[config.mk]
export PLATFORM = sky130hd
export DESIGN_NAME = cpu_ctrl_fsm
export DESIGN_NICKNAME = d
export VERILOG_FILES = /design/src/rtl/cpu_ctrl_pkg.sv /design/src/rtl/cpu_ctrl_decode.sv /design/src/rtl/cpu_ctrl_fsm.sv
export SDC_FILE = /design/constraint.sdc
export NUM_CORES = 1
export LEC_CHECK = 0
export BUFFER_PORTS_ARGS = -buffer_cell sky130_fd_sc_hd__buf_2
export CAP_MARGIN = 20
export CORE_ASPECT_RATIO = 1.25
export CORE_MARGIN = 10
export CORE_UTILIZATION = 50
export CTS_BUF_LIST = sky130_fd_sc_hd__clkbuf_16
export CTS_CLUSTER_DIAMETER = 100
export DETAILED_ROUTE_END_ITERATION = 16
export PLACE_DENSITY = 0.84
export SETUP_SLACK_MARGIN = 0.02
export SLEW_MARGIN = 20
export SYNTH_ARGS = -nofsm -noshare
export SYNTH_HDL_FRONTEND = slang
export SYNTH_SLANG_ARGS = --single-unit
[constraint.sdc]
create_clock -name clk -period 3.4 [get_ports clk]
set_clock_uncertainty 0.2 [all_clocks]
set_input_delay 0.51 -clock clk [delete_from_list [all_inputs] [get_ports clk]]
set_output_delay 0.51 -clock clk [all_outputs]
set_load 0.1 [all_outputs]
[src/rtl/cpu_ctrl_pkg.sv]
// cpu_ctrl_pkg: shared types and encodings for the RV32I multi-cycle control sequencer
//   state_t        FSM states FETCH..TRAP
//   OP_*           supported major opcodes
//   ALU_*, IMM_*, WB_*, JMP_*, TRAP_*   control-bus field encodings
//   alu_op()       funct3 (+ funct7[5] alternate bit) to ALU code
package cpu_ctrl_pkg;
    typedef enum logic [2:0] {FETCH, DECODE, EXEC, MEM, WB, TRAP} state_t;
    localparam logic [6:0] OP_R      = 7'b0110011;
    localparam logic [6:0] OP_IMM    = 7'b0010011;
    localparam logic [6:0] OP_LOAD   = 7'b0000011;
    localparam logic [6:0] OP_STORE  = 7'b0100011;
    localparam logic [6:0] OP_BRANCH = 7'b1100011;
    localparam logic [6:0] OP_JAL    = 7'b1101111;
    localparam logic [6:0] OP_JALR   = 7'b1100111;
    localparam logic [6:0] OP_LUI    = 7'b0110111;
    localparam logic [3:0] ALU_AND = 4'b0000;
    localparam logic [3:0] ALU_OR  = 4'b0001;
    localparam logic [3:0] ALU_ADD = 4'b0010;
    localparam logic [3:0] ALU_XOR = 4'b0011;
    localparam logic [3:0] ALU_SRL = 4'b0101;
    localparam logic [3:0] ALU_SUB = 4'b0110;
    localparam logic [3:0] ALU_SLT = 4'b0111;
    localparam logic [3:0] ALU_SLL = 4'b1000;
    localparam logic [3:0] ALU_SRA = 4'b1001;
    localparam logic [2:0] IMM_I = 3'd0;
    localparam logic [2:0] IMM_S = 3'd1;
    localparam logic [2:0] IMM_B = 3'd2;
    localparam logic [2:0] IMM_J = 3'd3;
    localparam logic [2:0] IMM_U = 3'd4;
    localparam logic [1:0] WB_ALU = 2'd0;
    localparam logic [1:0] WB_MEM = 2'd1;
    localparam logic [1:0] WB_PC4 = 2'd2;
    localparam logic [1:0] WB_IMM = 2'd3;
    localparam logic [1:0] JMP_SEQ  = 2'd0;
    localparam logic [1:0] JMP_JAL  = 2'd1;
    localparam logic [1:0] JMP_JALR = 2'd2;
    localparam logic [1:0] TRAP_NONE    = 2'd0;
    localparam logic [1:0] TRAP_ILLEGAL = 2'd1;
    localparam logic [1:0] TRAP_MEM     = 2'd2;
    // alt selects SUB over ADD and SRA over SRL; funct3 011 (SLTU) is rejected by the decoder
    function automatic logic [3:0] alu_op(input logic [2:0] f3, input logic alt);
        case (f3)
            3'b000:  return alt ? ALU_SUB : ALU_ADD;
            3'b001:  return ALU_SLL;
            3'b010:  return ALU_SLT;
            3'b100:  return ALU_XOR;
            3'b101:  return alt ? ALU_SRA : ALU_SRL;
            3'b110:  return ALU_OR;
            default: return ALU_AND;
        endcase
    endfunction
endpackage

[src/rtl/cpu_ctrl_decode.sv]
// cpu_ctrl_decode: combinational main decoder, instruction word -> control bus + class flags
//   i_inst   [31:0] instruction word
//   o_alu    [3:0]  ALU code        o_imm  [2:0] immediate format
//   o_m2r    [1:0]  write-back src  o_srcb       ALU B = immediate
//   o_jump   [1:0]  jump kind       o_br / o_brn BEQ / BNE
//   o_ill           unsupported opcode or funct3
//   o_ld / o_st / o_is_br   load, store, conditional-branch class
module cpu_ctrl_decode
    import cpu_ctrl_pkg::*;
(
    input  logic [31:0] i_inst,
    output logic [3:0]  o_alu,
    output logic [2:0]  o_imm,
    output logic [1:0]  o_m2r,
    output logic        o_srcb,
    output logic [1:0]  o_jump,
    output logic        o_br,
    output logic        o_brn,
    output logic        o_ill,
    output logic        o_ld,
    output logic        o_st,
    output logic        o_is_br
);
    logic [6:0] w_op;
    logic [2:0] w_f3;
    logic       w_alt;
    logic       w_unused;
    assign w_op  = i_inst[6:0];
    assign w_f3  = i_inst[14:12];
    assign w_alt = i_inst[30];
    // register indices and the remaining funct7/immediate bits belong to the datapath
    assign w_unused = ^{i_inst[31], i_inst[29:15], i_inst[11:7]};
    always_comb begin
        o_alu   = '0;
        o_imm   = IMM_I;
        o_m2r   = WB_ALU;
        o_srcb  = 1'b0;
        o_jump  = JMP_SEQ;
        o_br    = 1'b0;
        o_brn   = 1'b0;
        o_ill   = 1'b0;
        o_ld    = 1'b0;
        o_st    = 1'b0;
        o_is_br = 1'b0;
        case (w_op)
            OP_R: begin
                o_alu = alu_op(w_f3, w_alt);
                o_ill = w_f3 == 3'b011;
            end
            OP_IMM: begin
                // ADDI has no SUB form: bit 30 is immediate data except for the shift-right pair
                o_alu  = alu_op(w_f3, w_f3 == 3'b101 && w_alt);
                o_srcb = 1'b1;
                o_ill  = w_f3 == 3'b011;
            end
            OP_LOAD: begin
                o_alu  = ALU_ADD;
                o_srcb = 1'b1;
                o_m2r  = WB_MEM;
                o_ld   = 1'b1;
                o_ill  = w_f3 != 3'b010;
            end
            OP_STORE: begin
                o_alu  = ALU_ADD;
                o_srcb = 1'b1;
                o_imm  = IMM_S;
                o_st   = 1'b1;
                o_ill  = w_f3 != 3'b010;
            end
            OP_BRANCH: begin
                o_alu   = ALU_SUB;
                o_imm   = IMM_B;
                o_is_br = 1'b1;
                o_br    = w_f3 == 3'b000;
                o_brn   = w_f3 == 3'b001;
                o_ill   = w_f3[2:1] != 2'b00;
            end
            OP_JAL: begin
                o_jump = JMP_JAL;
                o_imm  = IMM_J;
                o_m2r  = WB_PC4;
            end
            OP_JALR: begin
                o_jump = JMP_JALR;
                o_alu  = ALU_ADD;
                o_srcb = 1'b1;
                o_m2r  = WB_PC4;
                o_ill  = w_f3 != 3'b000;
            end
            OP_LUI: begin
                o_imm = IMM_U;
                o_m2r = WB_IMM;
            end
            default: o_ill = 1'b1;
        endcase
    end
endmodule

[src/rtl/cpu_ctrl_fsm.sv]
// cpu_ctrl_fsm: multi-cycle FETCH/DECODE/EXEC/MEM/WB sequencer for the RV32I datapath
//   clk, rst (sync, active-low)   inst_field [31:0] IR word   mem_ready memory done
//   mem_req, mem_we, ir_ce, pc_ce, RegWrite   handshake and write strobes
//   ALU_Control, ImmSel, MemtoReg, ALUSrc_B, Jump, Branch, BranchN   decoded control bus
//   halt, trap_cause   TRAP status (1 illegal instruction, 2 memory timeout)
//   MEM_WAIT_MAX       request cycles without mem_ready tolerated before a timeout trap
//   CPU_CTRL_PERF_CNT_EN  when defined adds cycle_cnt / instret_cnt outputs
module cpu_ctrl_fsm
    import cpu_ctrl_pkg::*;
#(
    parameter int MEM_WAIT_MAX = 255
) (
    input  logic        clk,
    input  logic        rst,
    input  logic [31:0] inst_field,
    input  logic        mem_ready,
    output logic        mem_req,
    output logic        mem_we,
    output logic        ir_ce,
    output logic        pc_ce,
    output logic [3:0]  ALU_Control,
    output logic [2:0]  ImmSel,
    output logic [1:0]  MemtoReg,
    output logic        ALUSrc_B,
    output logic [1:0]  Jump,
    output logic        Branch,
    output logic        BranchN,
    output logic        RegWrite,
    output logic        halt,
    output logic [1:0]  trap_cause
`ifdef CPU_CTRL_PERF_CNT_EN
    ,
    output logic [31:0] cycle_cnt,
    output logic [31:0] instret_cnt
`endif
);
    localparam logic [8:0] WAIT_LIM = 9'(MEM_WAIT_MAX);
    state_t     r_state, w_next;
    logic       r_live;
    logic [7:0] r_wait;
    logic [1:0] r_cause, w_cause;
    logic [3:0] w_alu;
    logic [2:0] w_imm;
    logic [1:0] w_m2r, w_jump;
    logic       w_srcb, w_br, w_brn, w_ill, w_ld, w_st, w_is_br, w_show, w_expire;
    cpu_ctrl_decode u_dec (
        .i_inst (inst_field),
        .o_alu  (w_alu),
        .o_imm  (w_imm),
        .o_m2r  (w_m2r),
        .o_srcb (w_srcb),
        .o_jump (w_jump),
        .o_br   (w_br),
        .o_brn  (w_brn),
        .o_ill  (w_ill),
        .o_ld   (w_ld),
        .o_st   (w_st),
        .o_is_br(w_is_br)
    );
    // r_live holds every output at 0 through the cycle in which reset is being released
    assign w_show      = r_live && r_state inside {DECODE, EXEC, MEM, WB};
    assign ALU_Control = w_show ? w_alu : '0;
    assign ImmSel      = w_show ? w_imm : '0;
    assign MemtoReg    = w_show ? w_m2r : '0;
    assign ALUSrc_B    = w_show && w_srcb;
    assign Jump        = w_show ? w_jump : '0;
    assign Branch      = w_show && w_br;
    assign BranchN     = w_show && w_brn;
    assign halt        = r_state == TRAP;
    assign trap_cause  = r_cause;
    // this cycle would be the MEM_WAIT_MAX-th request cycle without a ready
    assign w_expire    = ({1'b0, r_wait} + 9'd1) == WAIT_LIM;
    always_comb begin
        w_next   = r_state;
        w_cause  = r_cause;
        mem_req  = 1'b0;
        mem_we   = 1'b0;
        ir_ce    = 1'b0;
        pc_ce    = 1'b0;
        RegWrite = 1'b0;
        if (r_live) begin
            case (r_state)
                FETCH: begin
                    mem_req = 1'b1;
                    ir_ce   = mem_ready;
                    w_next  = mem_ready ? DECODE : w_expire ? TRAP : FETCH;
                    w_cause = !mem_ready && w_expire ? TRAP_MEM : r_cause;
                end
                DECODE: begin
                    w_next  = w_ill ? TRAP : EXEC;
                    w_cause = w_ill ? TRAP_ILLEGAL : r_cause;
                end
                EXEC: begin
                    pc_ce    = !(w_ld || w_st);
                    RegWrite = !(w_ld || w_st || w_is_br);
                    w_next   = w_ld || w_st ? MEM : FETCH;
                end
                MEM: begin
                    mem_req = 1'b1;
                    mem_we  = w_st;
                    pc_ce   = mem_ready && w_st;
                    w_next  = mem_ready ? (w_st ? FETCH : WB) : w_expire ? TRAP : MEM;
                    w_cause = !mem_ready && w_expire ? TRAP_MEM : r_cause;
                end
                WB: begin
                    RegWrite = 1'b1;
                    pc_ce    = 1'b1;
                    w_next   = FETCH;
                end
                default: w_next = TRAP;
            endcase
        end
    end
    always_ff @(posedge clk) begin
        if (!rst) begin
            r_state <= FETCH;
            r_live  <= 1'b0;
            r_wait  <= '0;
            r_cause <= TRAP_NONE;
        end else begin
            r_state <= w_next;
            r_live  <= 1'b1;
            r_wait  <= mem_req && !mem_ready ? r_wait + 8'd1 : 8'd0;
            r_cause <= w_cause;
        end
    end
`ifdef CPU_CTRL_PERF_CNT_EN
    always_ff @(posedge clk) begin
        if (!rst) begin
            cycle_cnt   <= '0;
            instret_cnt <= '0;
        end else begin
            cycle_cnt   <= cycle_cnt + {31'd0, r_live};
            instret_cnt <= instret_cnt + {31'd0, pc_ce};
        end
    end
`endif
endmodule
==> qor.csv, run 1 <==
stage,metric,value,unit
critical_path,cp.required,2.69,ns
power,peakVddDrop,0.365,mV
outcome,status,"finished, final reports clean",
critical_path,crit_path_max_incr_delay,0.70,ns
power,p_comb_frac,0.265,
critical_path,slowest_stage,or4_1,
critical_path,path_max_fanout,12,
logic_synthesis,yosys_warnings,0,
sta,slew_headroom,0.674,
floorplanning,die_w,65.3,um
sta,layout_min_cycle_time,3.18,ns
global_routing,grt_pass1_vias,1397,
finish,final_cell_count_no_fill,244,
power,power.total,542,uW
sta,setup_viol,0,
power,sequentialPowerShare,0.333,
global_routing,antenna_found_initial,0,
logic_synthesis,synthTopCellsByArea,"dfxtp_1, nand2_1, nor2_1",
detailed_routing,vias_per_cell,5.87,
logic_synthesis,synth_nets,216,
sta,slew_violations,0,
finish,drive_gt1_frac,0.308,
power,power_frac_clock,0.402,
clock_network,holdBufCountCts,0,
power,p_leak,0.674,nW
placement,port_buffers,35,
power,sw_frac_of_total,0.328,
power,power_density,330,mW/mm^2
clock_network,root_buffer,clkbuf_16,
worst_hold_path,min_path_type,input port to register,
power,p_int,364,uW
finish,num-nets-final,249,
clock_network,clk_path_buf_depth,2,
critical_path,rrSetupSlack,1.20,ns
floorplanning,fp.dieH,76.6,um
placement,hpwl,2.68,mm
logic_synthesis,yosysTopAreaCellShare,0.219,
logic_synthesis,seq_area_frac_synth,0.219,
detailed_routing,drt-initial-drc-count,141,
global_routing,grt_max_degree,14,
detailed_routing,antenna_left,0,
job,cap_violations,0,
critical_path,path_class,register to output pin,
critical_path,rr_worst_depth,6,
critical_path,startpoint_type,register,
detailed_routing,dr.pass1.iters,4,
logic_synthesis,syn_inst,179,
clock_network,htree_levels,1,
global_routing,grt_util_all_layers,0.141,
sta,max_freq,0.314,GHz
floorplanning,io_pins,57,
logic_synthesis,synthFlopType,dfxtp_1,
floorplanning,rows,20,
critical_path,r2r-end,trap_cause[1]$_SDFFE_PN0P_,
detailed_routing,drc,0,
worst_hold_path,hold_start,rst,
critical_path,worst_ep_arrival_time,2.47,ns
logic_synthesis,syn_area,0.00128,mm^2
sta,rsz0062_at_grt,no,
clock_network,cts_buffers,3,
sta,min_period_over_period,0.936,
global_routing,grt-ovfl-total,0,
clock_network,cts_resized,0,
power,switching_power,178,uW
critical_path,crit_chain,"or3_1, nand3_1, or4_1, o21ai_1, buf_2",
critical_path,r2r-start,r_wait[0]$_SDFF_PN0_,
logic_synthesis,yosys.area.top_type,dfxtp_1,
finish,fill_cells,240,
sta,hold_violations,0,
worst_hold_path,min_to,r_live$_DFF_P_,
clock_network,clkLatencyLatePin,0.24,ns
detailed_routing,wl_per_cell,14.0,um
finish,synthToLayoutAreaGrowth,28.1,%
worst_hold_path,hold_depth,1,
sta,timing.hold.ws,0.257,ns
logic_synthesis,synth_edf_count,0,
detailed_routing,via_count,1432,
floorplanning,initial_utilization,0.522,
sta,tightest_slew,0.493,ns
logic_synthesis,yosys_register_bits,14,
floorplanning,core_area,0.00245,mm^2
detailed_routing,wirelength,3.41,mm
clock_network,cts_setup_buffers,0,
placement,dp.cells,240,
floorplanning,dieArea,0.00500,mm^2
placement,place.gp.congestion,0.868,
clock_network,cts_tree,done,
finish,diodes,0,
critical_path,critPathCaptureType,output pin,
logic_synthesis,async_flop_share,0,
global_routing,grt_pass1_wl,6.15,mm
clock_network,cts_sinks,14,
clock_network,clkTransAtPathRegs,0.04,ns
logic_synthesis,ys_types,61,
logic_synthesis,syn_area_per_cell,7.16,um^2
sta,tns,0,ns
-- metal layers --
layer  track usage  routed length (um)
met3        0.0426                 288
met4        0.0429                  36
met5             0                   0
met2         0.231                1700
met1         0.168                1380
-- sequential cells by signal, summed over array words and instances (netlist names) --
signal      cells
r_wait          8
r_state         3
trap_cause      2
r_live          1
-- layout by cell type (no fill, tap or decap), types with 4 or more instances in the layout --
cell and instances:
xnor2_1 4, inv_1 12, or3_1 4, dfxtp_1 14, a21oi_1 7, o21ai_0 7
buf_2 34, nor3_2 5, nor2_1 20, nand2_1 24, nand3_1 6
-- synthesized netlist by cell type, types with 4 or more instances --
| cell | count |
|---|---|
| a21oi_1 | 8 |
| clkbuf_1 | 4 |
| dfxtp_1 | 14 |
| inv_1 | 12 |
| nand2_1 | 24 |
| nand3_1 | 6 |
| nor2_1 | 20 |
| nor3_1 | 6 |
| o21ai_0 | 8 |
| or3_1 | 4 |
| xnor2_1 | 4 |
-- per-stage QoR --
stage | instance area [um^2] | util | worst slack (ns)
final | 1640 | 0.669 | 0.217
after global routing | 1640 | 0.669 | 0.133
after CTS | 1640 | 0.669 | 0.234
after detailed placement | 1560 | 0.637 | 0.443
after global placement | 1560 | 0.637 | 0.446
after floorplan | 1370 | - | -0.190
-- power by group through the flow --
stage / Clock, mW / Combinational, mW / Sequential (mW)
floorplan: 0 / 0.104 / 0.189
global placement: 0 / 0.142 / 0.183
detailed placement: 0 / 0.143 / 0.183
CTS: 0.223 / 0.144 / 0.180
global route: 0.233 / 0.156 / 0.181
finish: 0.218 / 0.144 / 0.180
-- how the worst max path moves through the flow --
stage | end | depth (start not counted) | from | slack [ns]
2_1_floorplan | ALU_Control[3] | 4 | inst_field[6] | -0.19
3_3_place_gp | mem_we | 6 | inst_field[2] | 0.45
5_1_grt | MemtoReg[1] | 5 | r_state[1]$_SDFFE_PN0P_ | 0.13
3_5_place_dp | mem_we | 6 | inst_field[2] | 0.44
4_1_cts | MemtoReg[1] | 5 | r_state[0]$_SDFFE_PN0P_ | 0.23
6_report | MemtoReg[1] | 5 | r_state[0]$_SDFFE_PN0P_ | 0.22
-- kinds of logic after synthesis --
logic type               share of synthesized area
AO/OA/AOI/OAI                                0.253
flip-flops                                   0.219
multiplexers                                0.0156
adder cells (fa/ha/maj)                     0.0195
buffers and inverters                       0.0723
XOR/XNOR                                    0.0479
AND/OR/NAND/NOR                              0.373
-- layout make-up --
class | instances | area (um^2) | share of cell area
tap | 33 | 41.3 | 0.0252
clock inverter | 1 | 3.75 | 0.00229
clock buffer | 3 | 75.1 | 0.0457
sequential | 14 | 280 | 0.171
timing repair buffer | 36 | 198 | 0.120
multi-input combinational | 144 | 995 | 0.606
inverter | 13 | 48.8 | 0.0297
-- worst max-delay path, delay by kind of cell (launching register included) --
kind	cells	cell delay (ns)
AO/OA/AOI/OAI	1	0.12
buffers and inverters	1	0.44
flip-flops	1	0.56
AND/OR/NAND/NOR	3	1.10
Note: power is estimated with default switching activity, not from simulation.
==> run 2, diff against run 1 <==
--- a/config.mk
+++ b/config.mk
@@ -14,8 +14,8 @@
 export CTS_CLUSTER_DIAMETER = 100
 export DETAILED_ROUTE_END_ITERATION = 16
 export PLACE_DENSITY = 0.84
+export RECOVER_POWER = 100
 export SETUP_SLACK_MARGIN = 0.02
-export SLEW_MARGIN = 20
 export SYNTH_ARGS = -nofsm -noshare
 export SYNTH_HDL_FRONTEND = slang
 export SYNTH_SLANG_ARGS = --single-unit
==> qor.csv, run 2 (same netlist as run 1, synthesis figures left out) <==
stage,metric,value,unit,change
finish,regMostFlops,r_wait,,
global_routing,grt_pass1_wl,6.15,mm,unchanged
sta,min_period_over_period,0.943,,+0.00667
placement,place.gp.congestion,0.868,,unchanged
critical_path,cp.required,2.69,ns,about the same
critical_path,path_max_fanout,12,,unchanged
sta,tightest_slew,1.17,ns,+0.678 ns
power,power_density,334,mW/mm^2,+1.1%
floorplanning,core_area,0.00245,mm^2,unchanged
detailed_routing,wirelength,3.43,mm,+0.44%
sta,rsz0062_at_grt,no,,
floorplanning,fp.dieH,76.6,um,unchanged
sta,tns,0,ns,unchanged
detailed_routing,via_count,1449,,+1.2%
finish,final_cell_mix,"nand2_1, nor2_1, clkbuf_2, dfxtp_1",,
finish,largest_reg_flops,8,,unchanged
detailed_routing,drt-initial-drc-count,138,,-2.1%
global_routing,grt-ovfl-total,0,,unchanged
finish,fin_area,0.00162,mm^2,-1.6%
clock_network,clk_path_buf_depth,2,,unchanged
finish,num-nets-final,249,,unchanged
sta,setup_viol,0,,unchanged
floorplanning,initial_utilization,0.522,,unchanged
clock_network,holdBufCountCts,0,,unchanged
detailed_routing,antenna_left,0,,unchanged
worst_hold_path,min_path_type,register to register,,
global_routing,grt_pass1_vias,1397,,unchanged
clock_network,clkTransAtPathRegs,0.04,ns,about the same
clock_network,cts_buffers,3,,unchanged
outcome,status,"finished, final reports clean",,
sta,max_freq,0.312,GHz,-0.71%
floorplanning,die_w,65.3,um,unchanged
critical_path,path_class,register to output pin,,
finish,diodes,0,,unchanged
global_routing,grt_max_degree,14,,unchanged
global_routing,antenna_found_initial,0,,unchanged
clock_network,cts_tree,done,,
finish,layout_commonest_cell,nand2_1,,
power,p_leak,0.629,nW,-6.7%
global_routing,grt_util_all_layers,0.141,,unchanged
finish,drive_gt1_frac,0.256,,-0.0521
detailed_routing,dr.pass1.iters,7,,+3
sta,slew_violations,0,,unchanged
floorplanning,io_pins,57,,unchanged
clock_network,cts_resized,0,,unchanged
critical_path,critPathCaptureType,output pin,,
job,cap_violations,0,,unchanged
clock_network,clkLatencyLatePin,0.24,ns,about the same
placement,placed_area,0.00156,mm^2,unchanged
power,peakVddDrop,0.365,mV,about the same
clock_network,cts_sinks,14,,unchanged
sta,hold_violations,0,,unchanged
placement,port_buffers,35,,unchanged
finish,final_util,0.659,,-0.0107
clock_network,cts_setup_buffers,0,,unchanged
critical_path,worst_ep_arrival_time,2.50,ns,+0.03 ns
finish,synthToLayoutAreaGrowth,26.1,%,
floorplanning,dieArea,0.00500,mm^2,unchanged
clock_network,htree_levels,1,,unchanged
sta,slew_headroom,0.223,,-0.451
floorplanning,rows,20,,unchanged
detailed_routing,wl_per_cell,14.0,um,+0.44%
detailed_routing,drc,0,,unchanged
placement,hpwl,2.68,mm,unchanged
critical_path,startpoint_type,register,,
clock_network,root_buffer,clkbuf_16,,
sta,layout_min_cycle_time,3.21,ns,+0.0227 ns
detailed_routing,vias_per_cell,5.94,,+1.2%
-- run 2: cell count changes in the layout (fill, tap and decap cells not counted), sizes merged --
cell | before | now
buf | 36 | 14
clkbuf | 3 | 25
-- run 2: critical path, stage by stage, from the launching register on --
cell	delay (ns)
dfxtp_1	0.55
or3_1	0.17
nand3_1	0.23
or4_1	0.70
o21ai_1	0.13
clkbuf_2	0.47
-- run 2: report_power, final --
group | switching (mW) | internal, mW
sequential | 0.00969 | 0.170
combinational | 0.104 | 0.0372
clock | 0.0627 | 0.155
-- run 2: final cells by class --
class | count | area, um^2
multi-input cells | 144 | 978
fillers | 253 | 837
flip-flops and latches | 14 | 280
repair buffers | 36 | 188
clock buffers | 3 | 75.1
inverters | 13 | 48.8
well taps | 33 | 41.3
clock inverters | 1 | 3.75
-- run 2: metal layers --
metal / share of wire / track usage / up-vias
met1: 0.41 / 0.168 / 677
met3: 0.081 / 0.0426 / 5
met2: 0.50 / 0.231 / 53
met4: 0.0096 / 0.0429 / 0
met5: 0 / 0 / -
li1: - / - / 714
-- run 2: path summary, 6_finish.rpt --
kind	start	end	slack, ns	depth (start not counted)
setup reg to reg	r_wait[0]$_SDFF_PN0_	trap_cause[1]$_SDFFE_PN0P_	1.06	6
hold / removal	r_wait[0]$_SDFF_PN0_	r_wait[0]$_SDFF_PN0_	0.29	1
hold reg to reg	r_wait[0]$_SDFF_PN0_	r_wait[0]$_SDFF_PN0_	0.29	1
setup / recovery	r_state[0]$_SDFFE_PN0P_	MemtoReg[1]	0.19	5
-- run 2: metrics by stage --
step	hold slack, ns	power (mW)	std cells	worst slack, ns
floorplan	0.253	0.293	179	-0.190
global placement	0.277	0.325	240	0.446
detailed placement	0.284	0.326	240	0.443
CTS	0.256	0.546	244	0.234
global route	0.336	0.567	244	0.0924
finish	0.293	0.539	244	0.194
